==> src/rtl/csr_trap_sequencer_pkg.sv <==
// Shared constants for the machine-mode trap/mret CSR sequencer:
// CSR addresses, mstatus bit positions, FSM state encodings and cause codes.
package csr_trap_sequencer_pkg;

    // XLEN width codes: data width W = 1 << (code + 4)
    localparam logic [1:0] XLEN_32B = 2'd1;
    localparam logic [1:0] XLEN_64B = 2'd2;

    // Machine-mode CSR addresses
    localparam logic [11:0] REG_MSTATUS_ADDR = 12'h300;
    localparam logic [11:0] REG_MTVEC_ADDR   = 12'h305;
    localparam logic [11:0] REG_MEPC_ADDR    = 12'h341;
    localparam logic [11:0] REG_MCAUSE_ADDR  = 12'h342;
    localparam logic [11:0] REG_MTVAL_ADDR   = 12'h343;

    // mstatus field positions
    localparam int unsigned MSTATUS_MIE_BIT  = 3;
    localparam int unsigned MSTATUS_MPIE_BIT = 7;
    localparam int unsigned MSTATUS_MPP_LO   = 11;

    // mtvec mode field value selecting vectored interrupts
    localparam logic [1:0] MTVEC_MODE_VECTORED = 2'b01;

    // Trap FSM state encodings
    localparam logic [2:0] ST_IDLE     = 3'd0;
    localparam logic [2:0] ST_T_MEPC   = 3'd1;
    localparam logic [2:0] ST_T_MCAUSE = 3'd2;
    localparam logic [2:0] ST_T_MTVAL  = 3'd3;
    localparam logic [2:0] ST_T_STATUS = 3'd4;
    localparam logic [2:0] ST_T_REDIR  = 3'd5;
    localparam logic [2:0] ST_R_STATUS = 3'd6;
    localparam logic [2:0] ST_R_REDIR  = 3'd7;

    // Synchronous exception cause codes
    localparam logic [4:0] E_INST_ADDR_MISALIGNED  = 5'd0;
    localparam logic [4:0] E_INST_ACCESS_FAULT     = 5'd1;
    localparam logic [4:0] E_ILLEGAL_INST          = 5'd2;
    localparam logic [4:0] E_BREAKPOINT            = 5'd3;
    localparam logic [4:0] E_LOAD_ADDR_MISALIGNED  = 5'd4;
    localparam logic [4:0] E_LOAD_ACCESS_FAULT     = 5'd5;
    localparam logic [4:0] E_STORE_ADDR_MISALIGNED = 5'd6;
    localparam logic [4:0] E_STORE_ACCESS_FAULT    = 5'd7;
    localparam logic [4:0] E_ECALL_U               = 5'd8;
    localparam logic [4:0] E_ECALL_S               = 5'd9;
    localparam logic [4:0] E_ECALL_M               = 5'd11;
    localparam logic [4:0] E_INST_PAGE_FAULT       = 5'd12;
    localparam logic [4:0] E_LOAD_PAGE_FAULT       = 5'd13;
    localparam logic [4:0] E_STORE_PAGE_FAULT      = 5'd15;

    // Latched trap identity
    typedef struct packed {
        logic       is_int;
        logic [4:0] cause;
    } trap_cause_t;

    // Data width in bits for an XLEN width code
    function automatic int unsigned xlen_width(input logic [1:0] code);
        return 32'd1 << (32'(code) + 32'd4);
    endfunction

endpackage

==> src/rtl/csr_trap_target_calc.sv <==
// Trap vector target: mtvec base, plus cause*4 for vectored interrupts.
// Modes 10/11 fall back to direct; vectoring can be disabled outright.
module csr_trap_target_calc
    import csr_trap_sequencer_pkg::*;
#(
    parameter int unsigned W           = 64,
    parameter bit          VECTORED_EN = 1'b1
) (
    input  logic [W-1:0] mtvec,
    input  logic         is_int,
    input  logic [4:0]   cause,
    output logic [W-1:0] target_pc
);

    logic [W-1:0] base;
    logic [W-1:0] offset;

    // Select direct base or base + cause*4 (wraps modulo 2^W)
    always_comb begin
        base        = {mtvec[W-1:2], 2'b00};
        offset      = '0;
        offset[6:2] = cause;
        if (VECTORED_EN && is_int && (mtvec[1:0] == MTVEC_MODE_VECTORED)) begin
            target_pc = base + offset;
        end else begin
            target_pc = base;
        end
    end

endmodule

==> src/rtl/csr_trap_sequencer.sv <==
// Hardware-side CSR writer for machine-mode trap entry and mret return.
// Drives the CSR file's second port: saves mepc/mcause/(mtval), updates
// mstatus, then redirects fetch to mtvec or back to mepc.
// Optional: define CSR_TRAP_MTVAL_EN to include the mtval write state.
module csr_trap_sequencer
    import csr_trap_sequencer_pkg::*;
#(
    parameter logic [1:0]   XLEN              = XLEN_64B,
    parameter bit           MTVEC_VECTORED_EN = 1'b1,
    localparam int unsigned W                 = xlen_width(XLEN)
) (
    input  logic         i_clk,
    input  logic         i_rst_n,
    input  logic         i_trap_valid,
    input  logic         i_trap_is_int,
    input  logic [4:0]   i_trap_cause,
    input  logic [W-1:0] i_trap_pc,
    input  logic [W-1:0] i_trap_tval,
    input  logic         i_mret_valid,
    output logic         o_busy,
    output logic         o_flush,
    output logic         o_redirect_valid,
    output logic [W-1:0] o_redirect_pc,
    output logic [11:0]  o_csr_raddr,
    input  logic [W-1:0] i_csr_rdata,
    output logic         o_csr_we,
    output logic [11:0]  o_csr_waddr,
    output logic [W-1:0] o_csr_wdata
);

    logic [2:0]   state;
    logic [2:0]   state_nx;
    trap_cause_t  trap_q;
    logic [W-1:2] pc_q;
    logic         accept_trap;
    logic         accept_mret;
    logic [W-1:0] status_trap;
    logic [W-1:0] status_mret;
    logic [W-1:0] trap_target;

`ifdef CSR_TRAP_MTVAL_EN
    logic [W-1:0] tval_q;
`else
    logic         unused_tval;
    assign unused_tval = ^i_trap_tval;
`endif

    assign accept_trap = (state == ST_IDLE) && i_trap_valid;
    assign accept_mret = (state == ST_IDLE) && !i_trap_valid && i_mret_valid;

    csr_trap_target_calc #(
        .W           (W),
        .VECTORED_EN (MTVEC_VECTORED_EN)
    ) u_target_calc (
        .mtvec     (i_csr_rdata),
        .is_int    (trap_q.is_int),
        .cause     (trap_q.cause),
        .target_pc (trap_target)
    );

    // State register and trap context capture at acceptance
    always_ff @(posedge i_clk or negedge i_rst_n) begin
        if (!i_rst_n) begin
            state  <= ST_IDLE;
            trap_q <= '0;
            pc_q   <= '0;
`ifdef CSR_TRAP_MTVAL_EN
            tval_q <= '0;
`endif
        end else begin
            state <= state_nx;
            if (accept_trap) begin
                trap_q.is_int <= i_trap_is_int;
                trap_q.cause  <= i_trap_cause;
                pc_q          <= i_trap_pc[W-1:2];
`ifdef CSR_TRAP_MTVAL_EN
                tval_q        <= i_trap_tval;
`endif
            end
        end
    end

    // Sequencing: one CSR write or one redirect per state
    always_comb begin
        state_nx = state;
        case (state)
            ST_IDLE: begin
                if (accept_trap) begin
                    state_nx = ST_T_MEPC;
                end else if (accept_mret) begin
                    state_nx = ST_R_STATUS;
                end
            end
            ST_T_MEPC:   state_nx = ST_T_MCAUSE;
`ifdef CSR_TRAP_MTVAL_EN
            ST_T_MCAUSE: state_nx = ST_T_MTVAL;
            ST_T_MTVAL:  state_nx = ST_T_STATUS;
`else
            ST_T_MCAUSE: state_nx = ST_T_STATUS;
`endif
            ST_T_STATUS: state_nx = ST_T_REDIR;
            ST_T_REDIR:  state_nx = ST_IDLE;
            ST_R_STATUS: state_nx = ST_R_REDIR;
            ST_R_REDIR:  state_nx = ST_IDLE;
            default:     state_nx = ST_IDLE;
        endcase
    end

    // mstatus images for trap entry and mret, other bits pass through
    always_comb begin
        status_trap                     = i_csr_rdata;
        status_trap[MSTATUS_MPIE_BIT]   = i_csr_rdata[MSTATUS_MIE_BIT];
        status_trap[MSTATUS_MIE_BIT]    = 1'b0;
        status_trap[MSTATUS_MPP_LO +: 2] = 2'b11;

        status_mret                     = i_csr_rdata;
        status_mret[MSTATUS_MIE_BIT]    = i_csr_rdata[MSTATUS_MPIE_BIT];
        status_mret[MSTATUS_MPIE_BIT]   = 1'b1;
        status_mret[MSTATUS_MPP_LO +: 2] = 2'b11;
    end

    // Per-state CSR port and redirect outputs; idle drives all zeros
    always_comb begin
        o_csr_raddr      = '0;
        o_csr_we         = 1'b0;
        o_csr_waddr      = '0;
        o_csr_wdata      = '0;
        o_redirect_valid = 1'b0;
        o_redirect_pc    = '0;
        case (state)
            ST_T_MEPC: begin
                o_csr_we    = 1'b1;
                o_csr_waddr = REG_MEPC_ADDR;
                o_csr_wdata = {pc_q, 2'b00};
            end
            ST_T_MCAUSE: begin
                o_csr_we    = 1'b1;
                o_csr_waddr = REG_MCAUSE_ADDR;
                o_csr_wdata = {trap_q.is_int, {(W-6){1'b0}}, trap_q.cause};
            end
`ifdef CSR_TRAP_MTVAL_EN
            ST_T_MTVAL: begin
                o_csr_we    = 1'b1;
                o_csr_waddr = REG_MTVAL_ADDR;
                o_csr_wdata = tval_q;
            end
`endif
            ST_T_STATUS: begin
                o_csr_raddr = REG_MSTATUS_ADDR;
                o_csr_we    = 1'b1;
                o_csr_waddr = REG_MSTATUS_ADDR;
                o_csr_wdata = status_trap;
            end
            ST_T_REDIR: begin
                o_csr_raddr      = REG_MTVEC_ADDR;
                o_redirect_valid = 1'b1;
                o_redirect_pc    = trap_target;
            end
            ST_R_STATUS: begin
                o_csr_raddr = REG_MSTATUS_ADDR;
                o_csr_we    = 1'b1;
                o_csr_waddr = REG_MSTATUS_ADDR;
                o_csr_wdata = status_mret;
            end
            ST_R_REDIR: begin
                o_csr_raddr      = REG_MEPC_ADDR;
                o_redirect_valid = 1'b1;
                o_redirect_pc    = {i_csr_rdata[W-1:2], 2'b00};
            end
            default: begin
            end
        endcase
    end

    assign o_busy = (state != ST_IDLE);
    // Flush is decoded from live inputs, so it is masked while reset is held
    assign o_flush = i_rst_n && (accept_trap || accept_mret);

endmodule
==> config.mk <==
export PLATFORM = sky130hd
export DESIGN_NAME = csr_trap_sequencer
export DESIGN_NICKNAME = d
export VERILOG_FILES = /design/src/rtl/csr_trap_sequencer_pkg.sv /design/src/rtl/csr_trap_target_calc.sv /design/src/rtl/csr_trap_sequencer.sv
export SDC_FILE = /design/constraint.sdc
export NUM_CORES = 1
export LEC_CHECK = 0
export BUFFER_PORTS_ARGS = -buffer_cell sky130_fd_sc_hd__buf_2
export CAP_MARGIN = 10
export CORE_AREA = 4 4 137 139
export DETAILED_ROUTE_END_ITERATION = 16
export DIE_AREA = 0 0 141 143
export MAX_ROUTING_LAYER = met4
export PLACE_DENSITY_LB_ADDON = 0.1
export SLEW_MARGIN = 20
export SYNTH_ARGS = -nofsm -noshare
export SYNTH_HDL_FRONTEND = slang
export SYNTH_SLANG_ARGS = --single-unit
==> constraint.sdc <==
create_clock -name i_clk -period 5.6 [get_ports i_clk]
set_input_delay 1.4 -clock i_clk [delete_from_list [all_inputs] [get_ports i_clk]]
set_output_delay 1.4 -clock i_clk [all_outputs]
set_load 0.01 [all_outputs]
== Word level (Yosys, flattened, before mapping) ==
Index checks and enable logic that the tools add are counted.

* Flip-flop bits (word level): 71
* Latch bits: 0
* Bits in writable memories: 0
* Bits in read-only memories: 0
* Input port bits: 202
* Output and inout bits: 156
* Memories kept: 0

* Add/sub/neg operators: 1
* $mul: 0
* Divide/modulo/power cells: 0
* $lt $le $gt $ge: 0
* Eq/ne operators: 8
* Shift operators: 0
* Multiplexer cells: 10
* Bitwise logic cells: 0
* Reduce and logical (&&, ||, !) cells: 12

{| class="wikitable"
|+ Operators by type and width
! operator !! count
|-
| case mux 64 bit (4 select lines) || 1
|-
| case mux 64 bit (2 select lines) || 1
|-
| adder 64 x 7 -> 64 bit || 1
|-
| two-way mux 64 bit || 1
|-
| case mux 10 bit (3 select lines) || 2
|-
| case mux 3 bit (5 select lines) || 1
|-
| == test 3 bit (second input constant) || 4
|-
| two-way mux 3 bit || 2
|-
| logical AND 1 bit || 5
|-
| OR reduction 2 bit || 2
|-
| OR reduction 4 bit || 1
|-
| == test 3 x 1 -> 1 bit (second input constant) || 1
|-
| == test 3 x 2 -> 1 bit (second input constant) || 1
|-
| zero test 3 bit || 1
|-
| != test 3 bit (second input constant) || 1
|-
| nonzero test 3 bit || 1
|-
| == test 2 x 1 -> 1 bit (second input constant) || 1
|-
| two-way mux 1 bit || 2
|-
| zero test 1 bit || 1
|-
| logical OR 1 bit || 1
|}

== Depth between registers and ports, before layout ==
* Word-level depth: 6
* Gate-level depth with buffers: 9
* Gate-level depth less buffers: 7

== Modules after synthesis ==
From an unflattened synthesis, not the netlist that was laid out.

* Cell total of the unflattened synthesis: 669
* Area, all modules: 6149.6 um^2

{| class="wikitable"
|+ Modules (own cells, without submodules)
! module !! instances !! cells an instance !! area an instance (um^2)
|-
| csr_trap_sequencer || 1 || 425 || 4524.3
|-
| csr_trap_target_calc || 1 || 244 || 1625.3
|}

== Least setup slack after synthesis ==
No wires, ideal clock.

* Path type: input to output
* Start: in i_csr_rdata[2]
* End: out o_redirect_pc[54]
* Data arrival time: 3.366 ns
* Data required time: 4.200 ns
* Slack: 0.834 ns
* Stages on the path: 8
* Path through: ha_1 -> fa_1 -> a21oi_1 -> o21ai_0 -> clkbuf_1 -> nand4_1 -> or4_1 -> a21oi_1

* Cells in the longest elaborated chain, start to end: 3

{| class="wikitable"
|+ RTL lines
! element !! line !! RTL
|-
| start: declaration || csr_trap_sequencer.sv:25 || <nowiki>input logic [W-1:0] i_csr_rdata,</nowiki>
|-
| adder 64 x 7 -> 64 bit || csr_trap_target_calc.sv:24 || <nowiki>target_pc = base + offset;</nowiki>
|-
| two-way mux 64 bit || csr_trap_target_calc.sv:23 || <nowiki>if (VECTORED_EN && is_int && (mtvec[1:0] == MTVEC_MODE_VECTORED)) begin</nowiki>
|-
| case mux 64 bit (2 select lines) || csr_trap_sequencer.sv:130 || <nowiki>case (state)</nowiki>
|-
| end: declaration || csr_trap_sequencer.sv:23 || <nowiki>output logic [W-1:0] o_redirect_pc,</nowiki>
|}

Every way passes these cells.

== Worst setup path after layout ==
* Start: in i_csr_rdata[2]
* End: out o_redirect_pc[56]

Same word-level chain as after synthesis.

==> summary.md <==
| Metric | Value |
|---|---|
| Status | finished, final reports clean |
| Leakage power | 3.45 nW |
| Hold Crit Class | reg -> reg |
| Sequential area share after synthesis | 0.328 |
| Drt first pass iters | 5 |
| Commonest non-fill, non-tap cell in the layout | buf_2 |
| GRT Total Usage | 0.199 |
| Worst EP arrival | 3.82 ns |
| IO Pins | 358 |
| Final hold slack | 0.506 ns |
| Iter 0 DRT Violations | 217 |
| Worst slew pin tran | 0.748 ns |
| Routed len/inst | 18.5 um |
| Largest net degree at the start of global routing | 49 |
| RSZ-0062 raised after global routing | no |
| Clock Skews | 0.00712 ns |
| Slowest CP cell | or4_1 |
| Hpwl dp | 15.8 mm |
| Initial cell density of the core | 0.307 |
| Seq cells post-synth | 71 |
| Layout cells sized above 1 | 0.458 |
| Crit path capture type | output port |
| Placed Cells | 1,063 |
| Crit path cell chain | buf_2, ha_1, fa_1, a21oi_1, o21ai_0, buf_4, nand4_1, or4_1, a21oi_1, buf_2 |
| PortBufs | 275 |
| Remaining DRCs | 0 |
| Worst skew pair latency | 0.34 ns |
| Period utilization | 0.931 |
| Synth Area per Inst | 9.18 sq um |
| Antenna violations before repair | 1 |
| Crit start category | input pin |
| Clock slew at the register clock pins of the worst setup and hold paths | 0.06 ns |
| Reg2reg setup slack | 3.18 ns |
| Peak Freq | 192 MHz |
| CTS Sinks | 71 |
| Synthesis Warnings | 0 |
| Max clock buf depth | 2 |
| Pwr Density | 471 mW/mm^2 |
| Row count | 49 |
| Peak supply drop | 0.266 mV |
| Hold_buf cts | 0 |
| Area share of the largest cell type after synthesis | 0.328 |
| RePlAce Congestion | 0.802 |
| Synth Cell Area | 0.00542 sq mm |
| Synth async-reset ratio | 1.00 |
| Resize count post-CTS | 0 |
| Final Util | 0.414 |
| Final setup TNS | 0 ns |
| CTS tree | done |
| Routed Antenna Nets | 0 |
| Required time of the critical path | 4.20 ns |
| Max Cap Violations | 0 |
| CP Class | in -> out |
| CORE AREA | 0.0177 sq mm |
| Final hold violations | 0 |
| Non-Filler Instances | 1,080 |
| Main synth FF type | dfrtp_1 |
| Max-slew violations | 0 |
| Top post-synthesis cells by area | dfrtp_1 33%, mux2_2 14%, a22o_1 9.4% |
| Root buf cell | clkbuf_16 |
| Post CTS Setup Buffer Count | 0 |
| GRT overflow | 0 |
| Mapped Cells | 590 |
| Area Overhead vs Synth | 35.0% |
| Die W | 141 um |
| First-pass GRT wire length | 30.9 mm |
| Cell family with most CP delay | simple AND/OR/NAND/NOR gates |
| Vias per cell | 5.30 |
| Worst path max stage delay | 0.62 ns |
| Die Area | 0.0202 sq mm |
| Via count of the first global-routing pass | 5,826 |
| Number of enable flip-flop cells after synthesis | 0 |
| Final setup fails | 0 |
| Vias post-DR | 5,719 |
| Critical Path Fanout Max | 11 |
| Final nets | 1,053 |
| Die Y | 143 um |
| Buf/Inv on CP | 3 |
| Final wirelength | 20.0 mm |
| Cell variety after synth | 49 |
| CTS Buf Count | 9 |
| Slew HR | 0.500 |
| Leading area contributor after synthesis | dfrtp_1 |
| Tmin final | 5.22 ns |
| H-tree depth | 3 |
| Most frequent cells in the layout | 274 x buf_2, 71 x dfrtp_1, 68 x mux2_2, 58 x a22o_1, 38 x a21oi_1 |
-- power by group --
group,internal [W],switching (W)
registers,0.000778,0.000179
clock network,0.000413,0.000227
logic,0.000856,0.000995
-- worst register-to-register path: stages, from the launching register on --
cell	delay, ns
dfrtp_1	0.53
or3_1	0.51
nor2_4	0.41
buf_4	0.45
mux2_2	0.41
-- worst paths after layout --
| check | from | to | cells after the start |
|---|---|---|---|
| setup / recovery | i_csr_rdata[2] | o_redirect_pc[56] | 10 |
| hold / removal | pc_q[19] | pc_q[19] | 1 |
| setup reg to reg | state[0] | pc_q[41] | 4 |
| hold reg to reg | pc_q[19] | pc_q[19] | 1 |
| max in group asynchronous | i_rst_n | pc_q[35] | 2 |
| min in group asynchronous | i_rst_n | pc_q[22] | 1 |
-- flip-flops by register name (all words and copies together) (netlist names) --
register,flops
pc_q,62
trap_q,6
state,3
-- cell usage after synthesis (3+ instances only) --
cell type  instances
nand3_1           21
a22o_1            58
o31ai_1           15
clkbuf_1          31
buf_1              9
o311ai_0           3
and4_1             5
nor4_1             5
and3_1             5
o2111ai_1          4
nor2_1            37
a22oi_1            3
dfrtp_1           71
ha_1               5
xnor2_1            6
mux2i_1            5
nand2b_1           5
inv_1             11
or3_1             20
xor2_1            16
buf_4             19
nand4_1           18
and2_1             4
or4_1             18
o21ai_0           28
o41ai_1            3
mux2_2            68
nand2_1           29
a21oi_1           38
o211ai_1           4
-- logic make-up (layout without fill, tap and decap cells) --
kind of cell,count (synthesis),count (layout),synth area share
multiplexers,73,73,0.151
XOR/XNOR,22,22,0.0356
adder cells (fa/ha/maj),6,6,0.0152
other,1,17,0.000692
AND/OR/NAND/NOR,181,181,0.190
buffers and inverters,73,318,0.0656
flip-flops,71,71,0.328
AO/OA/AOI/OAI,163,163,0.215
-- routing by layer --
layer / track usage / wire length, um / up-vias
met5: - / 0 / -
met4: 0.0546 / 239 / 0
met3: 0.0472 / 1550 / 19
met2: 0.338 / 9720 / 225
met1: 0.238 / 8450 / 2754
li1: - / - / 2721
-- through the flow --
step	cell area (sq um)	power, W	setup slack [ns]
finish	7320	0.00345	0.384
global route	7320	0.00371	0.156
CTS	7310	0.00350	0.362
detailed placement	6980	0.00284	0.367
global placement	6980	0.00280	0.448
floorplan	5480	0.00213	0.834
-- final cells by class --
type / instances / area [sq um]
fill: 1820 / 10300
tap: 229 / 287
timing repair buffer: 291 / 1500
clock buffer: 11 / 253
sequential: 71 / 1780
clock inverter: 5 / 80.1
inverter: 11 / 41.3
antenna: 1 / 2.50
multi-input combinational: 461 / 3380
Note: power is estimated with default switching activity, not from simulation.
